$ cat src/rtl/scalar_fetch_unit.sv
// Scalar fetch stage: drives the program counter, issues one fetch at a time and buffers {pc, instr} for the decoder.
// Optional starvation counter output perf_starve is enabled by defining FETCH_PERF_CNT_EN.
module scalar_fetch_unit #(
    parameter int DEPTH   = 4,
    parameter int INSTR_W = 32
) (
    input  logic               clock,
    input  logic               reset_n,
    input  logic [7:0]         pc_cur,
    output logic               inc_pc,
    output logic               set_pc,
    output logic [7:0]         pc_load,
    input  logic               redirect_valid,
    input  logic [7:0]         redirect_pc,
    output logic               mem_req,
    output logic [7:0]         mem_addr,
    input  logic               mem_gnt,
    input  logic               mem_rvalid,
    input  logic [INSTR_W-1:0] mem_rdata,
    output logic               dec_valid,
    input  logic               dec_ready,
    output logic [7:0]         dec_pc,
    output logic [INSTR_W-1:0] dec_instr
`ifdef FETCH_PERF_CNT_EN
    ,
    output logic [15:0]        perf_starve
`endif
);

    localparam int AW = $clog2(DEPTH);

    typedef enum logic [1:0] {IDLE, REQ, WAIT, DROP} state_t;

    state_t             r_state;
    logic [7:0]         r_addr;
    logic               r_inc_pc;
    logic               r_set_pc;
    logic [7:0]         r_pc_load;
    logic [AW-1:0]      r_wr_ptr;
    logic [AW-1:0]      r_rd_ptr;
    logic [AW:0]        r_count;
    logic [7:0]         r_pc_mem    [DEPTH];
    logic [INSTR_W-1:0] r_instr_mem [DEPTH];

    logic               w_push;
    logic               w_pop;
    logic               w_space;
    logic               w_slot_left;
    logic [AW:0]        w_count_after_push;

    // The flush wins over any push or pop in a redirect cycle.
    assign w_push  = (r_state == WAIT) && mem_rvalid && !redirect_valid;
    assign w_pop   = (r_count != '0) && dec_ready && !redirect_valid;
    assign w_space = r_count < (AW+1)'(DEPTH);
    assign w_count_after_push = r_count - (AW+1)'(w_pop) + (AW+1)'(1);
    assign w_slot_left        = w_count_after_push < (AW+1)'(DEPTH);

    always_ff @(posedge clock or negedge reset_n) begin
        if (!reset_n) begin
            r_state   <= IDLE;
            r_addr    <= 8'h00;
            r_inc_pc  <= 1'b0;
            r_set_pc  <= 1'b0;
            r_pc_load <= 8'h00;
        end else begin
            r_inc_pc  <= 1'b0;
            r_set_pc  <= redirect_valid;
            r_pc_load <= redirect_valid ? redirect_pc : 8'h00;
            if (redirect_valid) begin
                // A granted request still owes a response, which DROP absorbs.
                case (r_state)
                    REQ:     r_state <= mem_gnt ? DROP : IDLE;
                    WAIT:    r_state <= mem_rvalid ? IDLE : DROP;
                    DROP:    r_state <= mem_rvalid ? IDLE : DROP;
                    default: r_state <= IDLE;
                endcase
            end else begin
                case (r_state)
                    IDLE: if (w_space) r_state <= REQ;
                    REQ: if (mem_gnt) begin
                        r_state  <= WAIT;
                        r_addr   <= pc_cur;
                        r_inc_pc <= 1'b1;
                    end
                    WAIT: if (mem_rvalid) r_state <= w_slot_left ? REQ : IDLE;
                    DROP: if (mem_rvalid) r_state <= IDLE;
                    default: r_state <= IDLE;
                endcase
            end
        end
    end

    always_ff @(posedge clock or negedge reset_n) begin
        if (!reset_n) begin
            r_wr_ptr <= '0;
            r_rd_ptr <= '0;
            r_count  <= '0;
        end else if (redirect_valid) begin
            r_wr_ptr <= '0;
            r_rd_ptr <= '0;
            r_count  <= '0;
        end else begin
            if (w_push) r_wr_ptr <= r_wr_ptr + 1'b1;
            if (w_pop)  r_rd_ptr <= r_rd_ptr + 1'b1;
            r_count <= r_count + (AW+1)'(w_push) - (AW+1)'(w_pop);
        end
    end

    always_ff @(posedge clock) begin
        if (w_push) begin
            r_pc_mem[r_wr_ptr]    <= r_addr;
            r_instr_mem[r_wr_ptr] <= mem_rdata;
        end
    end

    assign inc_pc    = r_inc_pc;
    assign set_pc    = r_set_pc;
    assign pc_load   = r_pc_load;
    assign mem_req   = (r_state == REQ);
    assign mem_addr  = (r_state == REQ) ? pc_cur : r_addr;
    assign dec_valid = (r_count != '0);
    // Storage is not reset, so the head is masked while the FIFO is empty.
    assign dec_pc    = dec_valid ? r_pc_mem[r_rd_ptr] : 8'h00;
    assign dec_instr = dec_valid ? r_instr_mem[r_rd_ptr] : '0;

`ifdef FETCH_PERF_CNT_EN
    logic [15:0] r_perf;

    always_ff @(posedge clock or negedge reset_n) begin
        if (!reset_n) begin
            r_perf <= 16'h0000;
        end else if (redirect_valid) begin
            r_perf <= 16'h0000;
        end else if (dec_ready && !dec_valid && (r_perf != 16'hFFFF)) begin
            r_perf <= r_perf + 16'h0001;
        end
    end

    assign perf_starve = r_perf;
`endif

endmodule

$ cat config.mk
export PLATFORM = sky130hd
export DESIGN_NAME = scalar_fetch_unit
export DESIGN_NICKNAME = d
export VERILOG_FILES = /design/src/rtl/scalar_fetch_unit.sv
export SDC_FILE = /design/constraint.sdc
export NUM_CORES = 1
export LEC_CHECK = 0
export BUFFER_PORTS_ARGS = -buffer_cell sky130_fd_sc_hd__buf_2
export CAP_MARGIN = 20
export CELL_PAD_IN_SITES_DETAIL_PLACEMENT = 1
export CELL_PAD_IN_SITES_GLOBAL_PLACEMENT = 1
export CORE_MARGIN = 10
export CORE_UTILIZATION = 48
export DETAILED_ROUTE_END_ITERATION = 10
export PLACE_DENSITY = 0.88
export SETUP_SLACK_MARGIN = 0.2
export SYNTH_ARGS = -nofsm -noshare
export SYNTH_HDL_FRONTEND = slang
export SYNTH_SLANG_ARGS = --single-unit
$ cat constraint.sdc
create_clock -name clock -period 3.1 [get_ports clock]
set_input_delay 0.155 -clock clock [delete_from_list [all_inputs] [get_ports clock]]
set_output_delay 0.155 -clock clock [all_outputs]
set_load 0.005 [all_outputs]
==> metrics.log, run 1 <==
INFO  metric syn_area = 7330 µm²
INFO  metric post-route-util = 0.613
INFO  metric dr_total_vias = 3901
INFO  metric yosysUniqueCellTypes = 25
INFO  metric floorplan.die.width = 144 µm
INFO  metric share_of_layout_cells_above_drive_strength_1 = 0.403
INFO  metric global_route_wire_length_before_repair = 25.9 mm
INFO  metric initial_antenna_violation_count = 0
INFO  metric cp_max_fo = 23
INFO  metric grt_pass1_vias = 4553
INFO  metric layout.nets = 592
INFO  metric cp.arrival = 2.26 ns
INFO  metric power.static_leakage = 3.41 nW
INFO  metric slew_headroom = 0.415
INFO  metric synth_largest_type_area_fraction = 0.656
INFO  metric drt_pass1_iterations = 4
INFO  metric rsz0062_at_grt = no
INFO  metric fp.dieArea = 20600 µm²
INFO  metric synthCells = 357
INFO  metric ys.flop_type = sky130_fd_sc_hd__edfxtp_1
INFO  metric ys_ff_latch = 187
INFO  metric clk_pin_slew = 0.06 ns
INFO  metric routed_via_density = 5.33
INFO  metric place_hpwl = 9.99 mm
INFO  metric fin_ws = 0.686 ns
INFO  metric placeableCoreArea = 15100 µm²
INFO  metric critPathKind = flip-flop to output pin
INFO  metric tightestPinTransition = 0.876 ns
INFO  metric min_period = 2.41 ns
INFO  metric floorplan.initialDensity = 0.486
INFO  metric nFillCells = 1317
INFO  metric hold_viol_final = 0
INFO  metric final.hold.worst_slack = 0.0572 ns
INFO  metric synth_seq_area_share = 0.748
INFO  metric drv.max_cap_violation_count = 0
INFO  metric route.detailed.drc = 0
INFO  metric startpoint_type_of_the_worst_setup_path = flip-flop
INFO  metric insertedDiodeCount = 0
INFO  metric io_buffers = 113
INFO  metric preCtsSetupSlack = 0.727 ns
INFO  metric asyncSetResetFlopFracSynth = 0.144
INFO  metric timing.final.setup_violations = 0
INFO  metric worstPathRequired = 2.94 ns
INFO  metric period_share = 0.779
INFO  metric average_wire_per_cell_in_the_routed_design = 22.6 µm
INFO  metric synthToLayoutAreaGrowth = 26.3%
INFO  metric post_route_wl = 16.5 mm
INFO  metric die-height = 144 µm
INFO  metric power_density = 758 nW/µm²
INFO  metric later_pin_clock_latency_in_the_skew_report = 0.44 ns
INFO  metric synthesis.yosys.warnings = 0
INFO  metric drt_iter0_markers = 222
INFO  metric finalWeightedCongestion = 0.741
INFO  metric vdd.ir_drop.worst = 440 µV
INFO  metric cts.htree.levels = 4
INFO  metric clock_skew = 0.0175 ns
INFO  metric count_of_pins_over_their_slew_limit = 0
INFO  metric yosys.area.top_type = sky130_fd_sc_hd__edfxtp_1
INFO  metric finalSetupTns = 0 ns
INFO  metric timing.hold.worst.class = primary input to flip-flop
INFO  metric synth_edf_count = 160
INFO  metric all_layer_gr_usage = 0.169
INFO  metric tritoncts_num_sinks = 187
INFO  metric max_clock_freq = 0.414 GHz
INFO  metric ctsLongestPathBuffers = 2
INFO  metric post_cts_buffers = 0
INFO  metric timing.critical_path.to_type = output pin
INFO  metric syn_avg_cell_area = 20.5 µm²
INFO  metric drt.antenna.violating_nets = 0
INFO  metric status = complete, no violations
INFO  metric clock-root-buffer = sky130_fd_sc_hd__clkbuf_16
INFO  metric synth_top_cells_by_area = sky130_fd_sc_hd__edfxtp_1 66%, sky130_fd_sc_hd__mux4_2 12%, sky130_fd_sc_hd__dfrtp_1 9.2%
INFO  metric grt_overflow = 0
INFO  metric yosys.cell_count.top_type = sky130_fd_sc_hd__edfxtp_1
INFO  metric tritoncts = done
INFO  metric rows = 45
INFO  metric num_io_pins = 114
INFO  metric grt_max_degree = 42
INFO  metric mappedNetlistNets = 418
INFO  metric tritoncts.num_buffers = 17
INFO  metric netlist_top_cells_count = 160 x sky130_fd_sc_hd__edfxtp_1, 42 x sky130_fd_sc_hd__nor2b_1, 40 x sky130_fd_sc_hd__mux4_2
cells by family after synthesis:
| group | share of synthesized area |
|---|---|
| AND/OR/NAND/NOR | 0.0580 |
| multiplexers | 0.152 |
| adder cells (fa/ha/maj) | 0.0130 |
| buffers and inverters | 0.0183 |
| XOR/XNOR | 0.00598 |
| AO/OA/AOI/OAI | 0.00529 |
| flip-flops | 0.748 |
final cells by class:
class                      count  area, µm²  area share
clock buffer                  25        581      0.0627
clock inverter                 7       43.8     0.00473
inverter                       7       26.3     0.00284
multi-input combinational    146       1730       0.187
sequential                   187       5490       0.593
tap                          188        235      0.0254
timing repair buffer         172       1160       0.125
cell usage in the layout (no fill, tap or decap), types with 2 or more instances in the layout:
cell / Yosys / routed
sky130_fd_sc_hd__edfxtp_1: 160 / 160
sky130_fd_sc_hd__buf_2: 5 / 113
sky130_fd_sc_hd__dlygate4sd3_1: 0 / 50
sky130_fd_sc_hd__nor2b_1: 42 / 42
sky130_fd_sc_hd__mux4_2: 40 / 40
sky130_fd_sc_hd__dfrtp_1: 27 / 25
sky130_fd_sc_hd__clkbuf_16: 0 / 21
sky130_fd_sc_hd__mux2_2: 17 / 17
sky130_fd_sc_hd__nor2_1: 8 / 8
sky130_fd_sc_hd__and2_1: 12 / 8
sky130_fd_sc_hd__inv_1: 7 / 7
sky130_fd_sc_hd__buf_4: 0 / 7
sky130_fd_sc_hd__ha_1: 6 / 6
sky130_fd_sc_hd__nand3b_1: 4 / 4
sky130_fd_sc_hd__and2_2: 0 / 4
sky130_fd_sc_hd__clkbuf_8: 0 / 4
sky130_fd_sc_hd__clkinv_2: 0 / 4
sky130_fd_sc_hd__xor2_1: 3 / 3
sky130_fd_sc_hd__o31ai_1: 2 / 2
sky130_fd_sc_hd__xnor2_1: 2 / 2
sky130_fd_sc_hd__mux2i_1: 2 / 2
sky130_fd_sc_hd__clkinv_4: 0 / 2
sky130_fd_sc_hd__buf_12: 0 / 2
timing repair:
item                       CTS  global route
setup endpoints to repair    0             0
gates resized for setup      0             0
hold endpoints to repair   172             0
hold buffers                50             0
stage by stage:
stage,std cells,area (µm²),total power (W)
after floorplan,357,7330,0.00419
after global placement,650,8130,0.00477
after detailed placement,650,8130,0.00484
after CTS,732,9260,0.00709
after global routing,732,9260,0.00738
final,732,9260,0.00701
final timing paths:
path / slack [ns] / start / end / cells after the start
worst max-delay path: 0.69 / r_rd_ptr[0]$_DFFE_PN0P_ / dec_instr[2] / 4
worst min register to register: 0.56 / r_addr[6]$_DFFE_PN0P_ / r_pc_mem[2][6]$_DFFE_PP_ / 0
min in group asynchronous: 0.28 / reset_n / pc_load[3]$_DFF_PN0_ / 2
worst max register to register: 0.73 / r_state[0]$_DFFE_PN0P_ / r_count[2]$_DFF_PN0_ / 10
max in group asynchronous: 2.33 / reset_n / r_rd_ptr[0]$_DFFE_PN0P_ / 2
worst min-delay path: 0.06 / redirect_valid / set_pc$_DFF_PN0_ / 1
power by group:
part           switching (W)  internal (W)  total (W)
clock               0.000895       0.00130    0.00220
combinational       0.000735      0.000899    0.00163
sequential          0.000236       0.00294    0.00318
per-layer routing:
layer  vias to the layer above  track usage  part of all wire
li1                       1739            -                 -
met4                         0       0.0510             0.010
met1                      2027        0.192              0.39
met2                       113        0.294              0.54
met5                         -            0                 0
met3                        22       0.0571             0.056
worst max-delay path: stages, from the launching register on:
cell	delay, ns
sky130_fd_sc_hd__dfrtp_4	0.71
sky130_fd_sc_hd__buf_12	0.28
sky130_fd_sc_hd__mux4_2	0.51
sky130_fd_sc_hd__nor2b_1	0.16
sky130_fd_sc_hd__buf_2	0.16
registers in the layout (all words and copies together) (netlist names):
signal / cells
r_instr_mem: 128
r_pc_mem: 32
pc_load: 8
r_addr: 8
r_count: 3
r_rd_ptr: 2
r_state: 2
r_wr_ptr: 2
inc_pc: 1
set_pc: 1
No activity file was read; power rests on OpenSTA's default activity.
==> run 2, diff against run 1 <==
--- a/config.mk
+++ b/config.mk
@@ -10,9 +10,9 @@
 export CELL_PAD_IN_SITES_DETAIL_PLACEMENT = 1
 export CELL_PAD_IN_SITES_GLOBAL_PLACEMENT = 1
 export CORE_MARGIN = 10
-export CORE_UTILIZATION = 48
+export CORE_UTILIZATION = 44
 export DETAILED_ROUTE_END_ITERATION = 10
-export PLACE_DENSITY = 0.88
+export PLACE_DENSITY = 0.85
 export SETUP_SLACK_MARGIN = 0.2
 export SYNTH_ARGS = -nofsm -noshare
 export SYNTH_HDL_FRONTEND = slang
==> constraint.sdc (replaced) <==
create_clock -name clock -period 2 [get_ports clock]
set_input_delay 0.1 -clock clock [delete_from_list [all_inputs] [get_ports clock]]
set_output_delay 0.1 -clock clock [all_outputs]
set_load 0.005 [all_outputs]
==> metrics.log, run 2 (synthesis gave the netlist of run 1 again) <==
INFO  metric slew_headroom = 0.578 (+0.163)
INFO  metric initial_antenna_violation_count = 0 (unchanged)
INFO  metric later_pin_clock_latency_in_the_skew_report = 0.43 ns (about the same)
INFO  metric route.detailed.drc = 0 (unchanged)
INFO  metric finalWeightedCongestion = 0.682 (-7.9%)
INFO  metric routed_via_density = 5.09 (-4.5%)
INFO  metric timing.hold.worst.class = primary input to flip-flop
INFO  metric drv.max_cap_violation_count = 0 (unchanged)
INFO  metric num_io_pins = 114 (unchanged)
INFO  metric power.static_leakage = 3.73 nW (+9.3%)
INFO  metric preCtsSetupSlack = 0.00515 ns (-0.722 ns)
INFO  metric cp_max_fo = 5 (-78%)
INFO  metric placeableCoreArea = 16500 µm² (+9.1%)
INFO  metric drt.antenna.violating_nets = 0 (unchanged)
INFO  metric min_period = 2.03 ns
INFO  metric power.total = 0.0125 W (+78%)
INFO  metric ctsLongestPathBuffers = 2 (unchanged)
INFO  metric power_density = 1250 nW/µm² (+65%)
INFO  metric tightestPinTransition = 0.634 ns (-0.242 ns)
INFO  metric tritoncts.num_buffers = 17 (unchanged)
INFO  metric rsz0062_at_grt = yes
INFO  metric floorplan.initialDensity = 0.445 (-0.0406)
INFO  metric worst_path_largest_cell_delay = 0.53 ns (-0.18 ns)
INFO  metric clk_pin_slew = 0.07 ns (about the same)
INFO  metric share_of_layout_cells_above_drive_strength_1 = 0.457 (+0.0545)
INFO  metric place_hpwl = 10.2 mm (+2.5%)
INFO  metric layout.cells.most_common_list = 160 x sky130_fd_sc_hd__edfxtp_1, 104 x sky130_fd_sc_hd__buf_2, 51 x sky130_fd_sc_hd__dlygate4sd3_1
INFO  metric cts.htree.levels = 4 (unchanged)
INFO  metric critPathKind = flip-flop to output pin
INFO  metric synthToLayoutAreaGrowth = 36.2%
INFO  metric insertedDiodeCount = 0 (unchanged)
INFO  metric post_route_wl = 18.0 mm (+9.2%)
INFO  metric slowest_stage = sky130_fd_sc_hd__dfrtp_4
INFO  metric die-height = 149 µm (+3.8%)
INFO  metric top_regs = r_instr_mem (128), r_pc_mem (32)
INFO  metric postPlaceCellArea = 8350 µm² (+2.7%)
INFO  metric layout.nets = 630 (+6.4%)
INFO  metric clock-root-buffer = sky130_fd_sc_hd__clkbuf_16
INFO  metric grt_max_degree = 28 (-33%)
INFO  metric timing.critical_path.to_type = output pin
INFO  metric period_share = 1.02
INFO  metric rows = 47 (+4.4%)
INFO  metric seq_area = 5490 µm² (unchanged)
INFO  metric hold_viol_final = 0 (unchanged)
INFO  metric grt_overflow = 0 (unchanged)
INFO  metric max_clock_freq = 0.491 GHz
INFO  metric average_wire_per_cell_in_the_routed_design = 22.5 µm (-0.34%)
INFO  metric finish.instance_area = 9980 µm² (+7.9%)
INFO  metric drt_pass1_iterations = 4 (unchanged)
INFO  metric critical_path.cell_chain = buf_12 -> clkbuf_16 -> mux4_2 -> nor2b_4 -> buf_2
INFO  metric tritoncts = done
INFO  metric timing.final.setup_violations = 9 (+9)
INFO  metric fp.dieArea = 22200 µm² (+7.8%)
INFO  metric cp.arrival = 1.93 ns (-0.33 ns)
INFO  metric clock_skew = 0.0123 ns (-0.00525 ns)
INFO  metric fin_ws = -0.0348 ns (-0.721 ns)
INFO  metric violated_checks = negative setup slack
INFO  metric status = finished, violations left
INFO  metric drt_iter0_markers = 272 (+23%)
INFO  metric tritoncts_num_sinks = 187 (unchanged)
INFO  metric largest_register_ffs = 128 (unchanged)
INFO  metric grt_pass1_vias = 4582 (+0.64%)
INFO  metric io_buffers = 113 (unchanged)
INFO  metric regMostFlops = r_instr_mem
INFO  metric nFillCells = 1469 (+12%)
INFO  metric vdd.ir_drop.worst = 764 µV (+74%)
INFO  metric layout_commonest_cell = sky130_fd_sc_hd__edfxtp_1
INFO  metric count_of_pins_over_their_slew_limit = 0 (unchanged)
INFO  metric multi_input_area = 1830 µm² (+6.0%)
INFO  metric floorplan.die.width = 149 µm (+3.8%)
INFO  metric startpoint_type_of_the_worst_setup_path = flip-flop
INFO  metric all_layer_gr_usage = 0.163 (-0.00628)
INFO  metric worstPathRequired = 1.90 ns (-1.04 ns)
INFO  metric dr_total_vias = 4082 (+4.6%)
INFO  metric global_route_wire_length_before_repair = 27.0 mm (+4.2%)
[run 2: area by class of cell]
| cell class | instances | share of cell area |
|---|---|---|
| inverters | 7 | 0.00263 |
| multi-input cells | 146 | 0.183 |
| well taps | 220 | 0.0276 |
| repair buffers | 210 | 0.175 |
| clock buffers | 19 | 0.0434 |
| flip-flops and latches | 187 | 0.549 |
| clock inverters | 13 | 0.0189 |
[run 2: path summary, 6_finish.rpt]
check / from / end / slack (ns) / cells past startpoint
max: r_rd_ptr[0]$_DFFE_PN0P_ / dec_instr[10] / -0.03 / 5
min: mem_gnt / inc_pc$_DFF_PN0_ / 0.06 / 3
max reg2reg: r_count[2]$_DFF_PN0_ / r_count[1]$_DFF_PN0_ / -0.02 / 8
min reg2reg: r_addr[4]$_DFFE_PN0P_ / r_pc_mem[3][4]$_DFFE_PP_ / 0.55 / 0
max in group asynchronous: reset_n / r_rd_ptr[0]$_DFFE_PN0P_ / 1.27 / 2
min in group asynchronous: reset_n / r_addr[6]$_DFFE_PN0P_ / 0.24 / 2
[run 2: layer usage]
| layer | GRT usage | up-vias | wire length (µm) | part of all wire |
|---|---|---|---|---|
| met5 | 0 | - | 0 | 0 |
| met4 | 0.0437 | 0 | 135 | 0.0075 |
| met3 | 0.0595 | 13 | 985 | 0.055 |
| met2 | 0.275 | 114 | 9610 | 0.53 |
| met1 | 0.192 | 2135 | 7300 | 0.40 |
| li1 | - | 1820 | - | - |
[run 2: power by group]
part	internal (W)	total [W]	switching, W
Combinational	0.00244	0.00411	0.00168
Sequential	0.00456	0.00480	0.000235
Clock	0.00210	0.00355	0.00144
[run 2: per-stage QoR]
| step | std cells | hold WS (ns) | util | setup TNS [ns] |
|---|---|---|---|---|
| after global routing | 802 | 0.0669 | 0.606 | -2.68 |
| after floorplan | 357 | -0.196 | - | 0 |
| after global placement | 695 | 0.132 | 0.507 | 0 |
| after detailed placement | 695 | 0.153 | 0.507 | 0 |
| final | 802 | 0.0581 | 0.606 | -0.154 |
| after CTS | 794 | 0.00571 | 0.594 | -0.345 |
[run 2: critical path: cells and delay by family (launching register included)]
kind / cells / cell delay (ns)
muxes: 1 / 0.42
and+or+nand+nor: 1 / 0.14
DFF: 1 / 0.53
buffers and inverters: 3 / 0.42
[run 2: what timing repair did]
action / CTS / global route
endpoints found under the hold margin: 173 / 0
setup endpoints to repair: 51 / 116
gates cloned: 3 / 2
resized for setup: 28 / 26
buffers inserted: 13 / 6
pin swaps: 5 / 4
hold buffers: 51 / 0
==> run 3, diff against run 2 <==
--- a/config.mk
+++ b/config.mk
@@ -5,6 +5,7 @@
 export SDC_FILE = /design/constraint.sdc
 export NUM_CORES = 1
 export LEC_CHECK = 0
+export ABC_AREA = 0
 export BUFFER_PORTS_ARGS = -buffer_cell sky130_fd_sc_hd__buf_2
 export CAP_MARGIN = 20
 export CELL_PAD_IN_SITES_DETAIL_PLACEMENT = 1
@@ -14,6 +15,7 @@
 export DETAILED_ROUTE_END_ITERATION = 10
 export PLACE_DENSITY = 0.85
 export SETUP_SLACK_MARGIN = 0.2
+export SKIP_LAST_GASP = 1
 export SYNTH_ARGS = -nofsm -noshare
 export SYNTH_HDL_FRONTEND = slang
 export SYNTH_SLANG_ARGS = --single-unit
==> metrics.log, run 3 (synthesis gave the netlist of run 1 again) <==
INFO  metric post-route-util = 0.603 (-0.00312)
INFO  metric route.detailed.drc = 0 (unchanged)
INFO  metric global_route_wire_length_before_repair = 26.8 mm (-0.92%)
INFO  metric cp.arrival = 2.39 ns (+0.46 ns)
INFO  metric fin_ws = -0.0873 ns (-0.0525 ns)
INFO  metric rsz0062_at_grt = yes
INFO  metric power.static_leakage = 3.72 nW (-0.23%)
INFO  metric post_route_insts_no_fill = 804 (+0.25%)
INFO  metric clk_pin_slew = 0.07 ns (about the same)
INFO  metric violated_checks = negative setup slack
INFO  metric tritoncts = done
INFO  metric power_density = 1230 nW/µm² (-1.3%)
INFO  metric drt_pass1_iterations = 4 (unchanged)
INFO  metric cpMostUsedCell = sky130_fd_sc_hd__inv_1
INFO  metric num_io_pins = 114 (unchanged)
INFO  metric startpoint_type_of_the_worst_setup_path = flip-flop
INFO  metric tritoncts.num_buffers = 17 (unchanged)
INFO  metric largest_register_ffs = 128 (unchanged)
INFO  metric grt_pass1_vias = 4603 (+0.46%)
INFO  metric layout.cells.most_common_list = 160 x sky130_fd_sc_hd__edfxtp_1, 105 x sky130_fd_sc_hd__buf_2, 51 x sky130_fd_sc_hd__dlygate4sd3_1
INFO  metric synthToLayoutAreaGrowth = 35.5%
INFO  metric min_period = 2.09 ns (+0.0525 ns)
INFO  metric cts.htree.levels = 4 (unchanged)
INFO  metric layout.nets = 632 (+0.32%)
INFO  metric vdd.ir_drop.worst = 794 µV (+3.9%)
INFO  metric io_buffers = 113 (unchanged)
INFO  metric count_of_pins_over_their_slew_limit = 0 (unchanged)
INFO  metric period_share = 1.04 (+0.0262)
INFO  metric dr_total_vias = 4004 (-1.9%)
INFO  metric cp_max_fo = 2 (-3)
INFO  metric tritoncts_num_sinks = 187 (unchanged)
INFO  metric grt_max_degree = 28 (unchanged)
INFO  metric floorplan.initialDensity = 0.445 (unchanged)
INFO  metric die-height = 149 µm (unchanged)
INFO  metric routed_via_density = 4.98 (-2.2%)
INFO  metric slew_headroom = 0.568 (-0.00963)
INFO  metric critical_path.cell_chain = nand3b_1 -> nor2_2 -> inv_1 -> ha_1 -> inv_1 -> ha_2 -> inv_2 -> fa_2 -> nor2_1
INFO  metric drt.antenna.violating_nets = 0 (unchanged)
INFO  metric timing.critical_path.to_type = flip-flop
INFO  metric clock-root-buffer = sky130_fd_sc_hd__clkbuf_16
INFO  metric placed_cells_incl_taps = 695 (unchanged)
INFO  metric fp.dieArea = 22200 µm² (unchanged)
INFO  metric worst_path_largest_cell_delay = 0.52 ns (about the same)
INFO  metric drv.max_cap_violation_count = 0 (unchanged)
INFO  metric regMostFlops = r_instr_mem
INFO  metric clock_skew = 0.0150 ns (+0.00275 ns)
INFO  metric hold_viol_final = 0 (unchanged)
INFO  metric max_clock_freq = 0.479 GHz (-2.5%)
INFO  metric insertedDiodeCount = 0 (unchanged)
INFO  metric slowest_stage = sky130_fd_sc_hd__fa_2
INFO  metric tightestPinTransition = 0.648 ns (+0.0144 ns)
INFO  metric status = finished, violations left
INFO  metric worstPathRequired = 2.31 ns (+0.41 ns)
INFO  metric critPathKind = flip-flop to flip-flop
INFO  metric average_wire_per_cell_in_the_routed_design = 21.9 µm (-2.8%)
INFO  metric layout_commonest_cell = sky130_fd_sc_hd__edfxtp_1
INFO  metric post_route_wl = 17.6 mm (-2.5%)
INFO  metric all_layer_gr_usage = 0.160 (-0.00289)
INFO  metric timing.final.setup_violations = 13 (+4)
INFO  metric drt_iter0_markers = 253 (-7.0%)
INFO  metric share_of_layout_cells_above_drive_strength_1 = 0.450 (-0.00670)
INFO  metric rows = 47 (unchanged)
INFO  metric floorplan.die.width = 149 µm (unchanged)
INFO  metric top_regs = r_instr_mem (128), r_pc_mem (32)
INFO  metric grt_overflow = 0 (unchanged)
INFO  metric timing.hold.worst.class = primary input to flip-flop
INFO  metric later_pin_clock_latency_in_the_skew_report = 0.43 ns (about the same)
INFO  metric place_hpwl = 10.2 mm (unchanged)
INFO  metric initial_antenna_violation_count = 0 (unchanged)
INFO  metric ctsLongestPathBuffers = 2 (unchanged)
INFO  metric finalWeightedCongestion = 0.682 (unchanged)
INFO  metric placeableCoreArea = 16500 µm² (unchanged)
## run 3: final timing paths
| path | start | to | slack [ns] | cells past startpoint |
|---|---|---|---|---|
| worst max-delay path | r_state[0]$_DFFE_PN0P_ | r_count[1]$_DFF_PN0_ | -0.09 | 9 |
| worst min-delay path | mem_gnt | r_state[1]$_DFFE_PN0P_ | 0.03 | 3 |
| worst max register to register | r_state[0]$_DFFE_PN0P_ | r_count[1]$_DFF_PN0_ | -0.09 | 9 |
| worst min register to register | r_addr[4]$_DFFE_PN0P_ | r_pc_mem[2][4]$_DFFE_PP_ | 0.56 | 0 |
| max in group asynchronous | reset_n | r_rd_ptr[0]$_DFFE_PN0P_ | 1.27 | 2 |
| min in group asynchronous | reset_n | r_addr[6]$_DFFE_PN0P_ | 0.23 | 2 |
## run 3: through the flow
step / setup WS (ns) / hold slack [ns] / total power, W / area [µm²] / TNS, ns
3_3_place_gp: 0.0938 / 0.132 / 0.00757 / 8350 / 0
3_5_place_dp: 0.00515 / 0.153 / 0.00771 / 8350 / 0
6_report: -0.0873 / 0.0268 / 0.0122 / 9930 / -0.239
4_1_cts: -0.0397 / 0.00571 / 0.0119 / 9710 / -0.345
5_1_grt: -0.175 / 0.0303 / 0.0128 / 9930 / -3.21
2_1_floorplan: 0.0256 / -0.196 / 0.00651 / 7340 / 0
## run 3: area by class of cell
| type | instances | area, µm² |
|---|---|---|
| Fill cell | 1480 | 6530 |
| Timing Repair Buffer | 212 | 1730 |
| Multi-Input combinational cell | 146 | 1790 |
| Tap cell | 220 | 275 |
| Clock buffer | 19 | 433 |
| Inverter | 7 | 26.3 |
| Sequential cell | 187 | 5490 |
| Clock inverter | 13 | 189 |
## run 3: per-layer routing
layer,wire length (µm),GRT usage,vias to the layer above,share of wire
met5,0,0,-,0
met4,207,0.0486,0,0.012
met2,9220,0.269,107,0.52
met3,1000,0.0570,17,0.057
li1,-,-,1825,-
met1,7150,0.188,2055,0.41
## run 3: timing repair
| item | in CTS | in global routing |
|---|---|---|
| hold buffers | 51 | 0 |
| endpoints found under the setup margin | 51 | 148 |
| pin swaps | 5 | 7 |
| endpoints found under the hold margin | 173 | 0 |
| resized for setup | 11 | 32 |
| setup buffers | 13 | 9 |
| gates cloned | 3 | 1 |
## run 3: critical path, delay by kind of cell, from the launching register on
family / cells / cell delay (ns)
fa+ha+maj: 3 / 0.98
buf+inv: 3 / 0.18
flops: 1 / 0.39
simple gates: 3 / 0.41
## run 3: power breakdown
group,internal [W],switching (W)
clock network,0.00210,0.00144
registers,0.00456,0.000241
logic,0.00230,0.00158
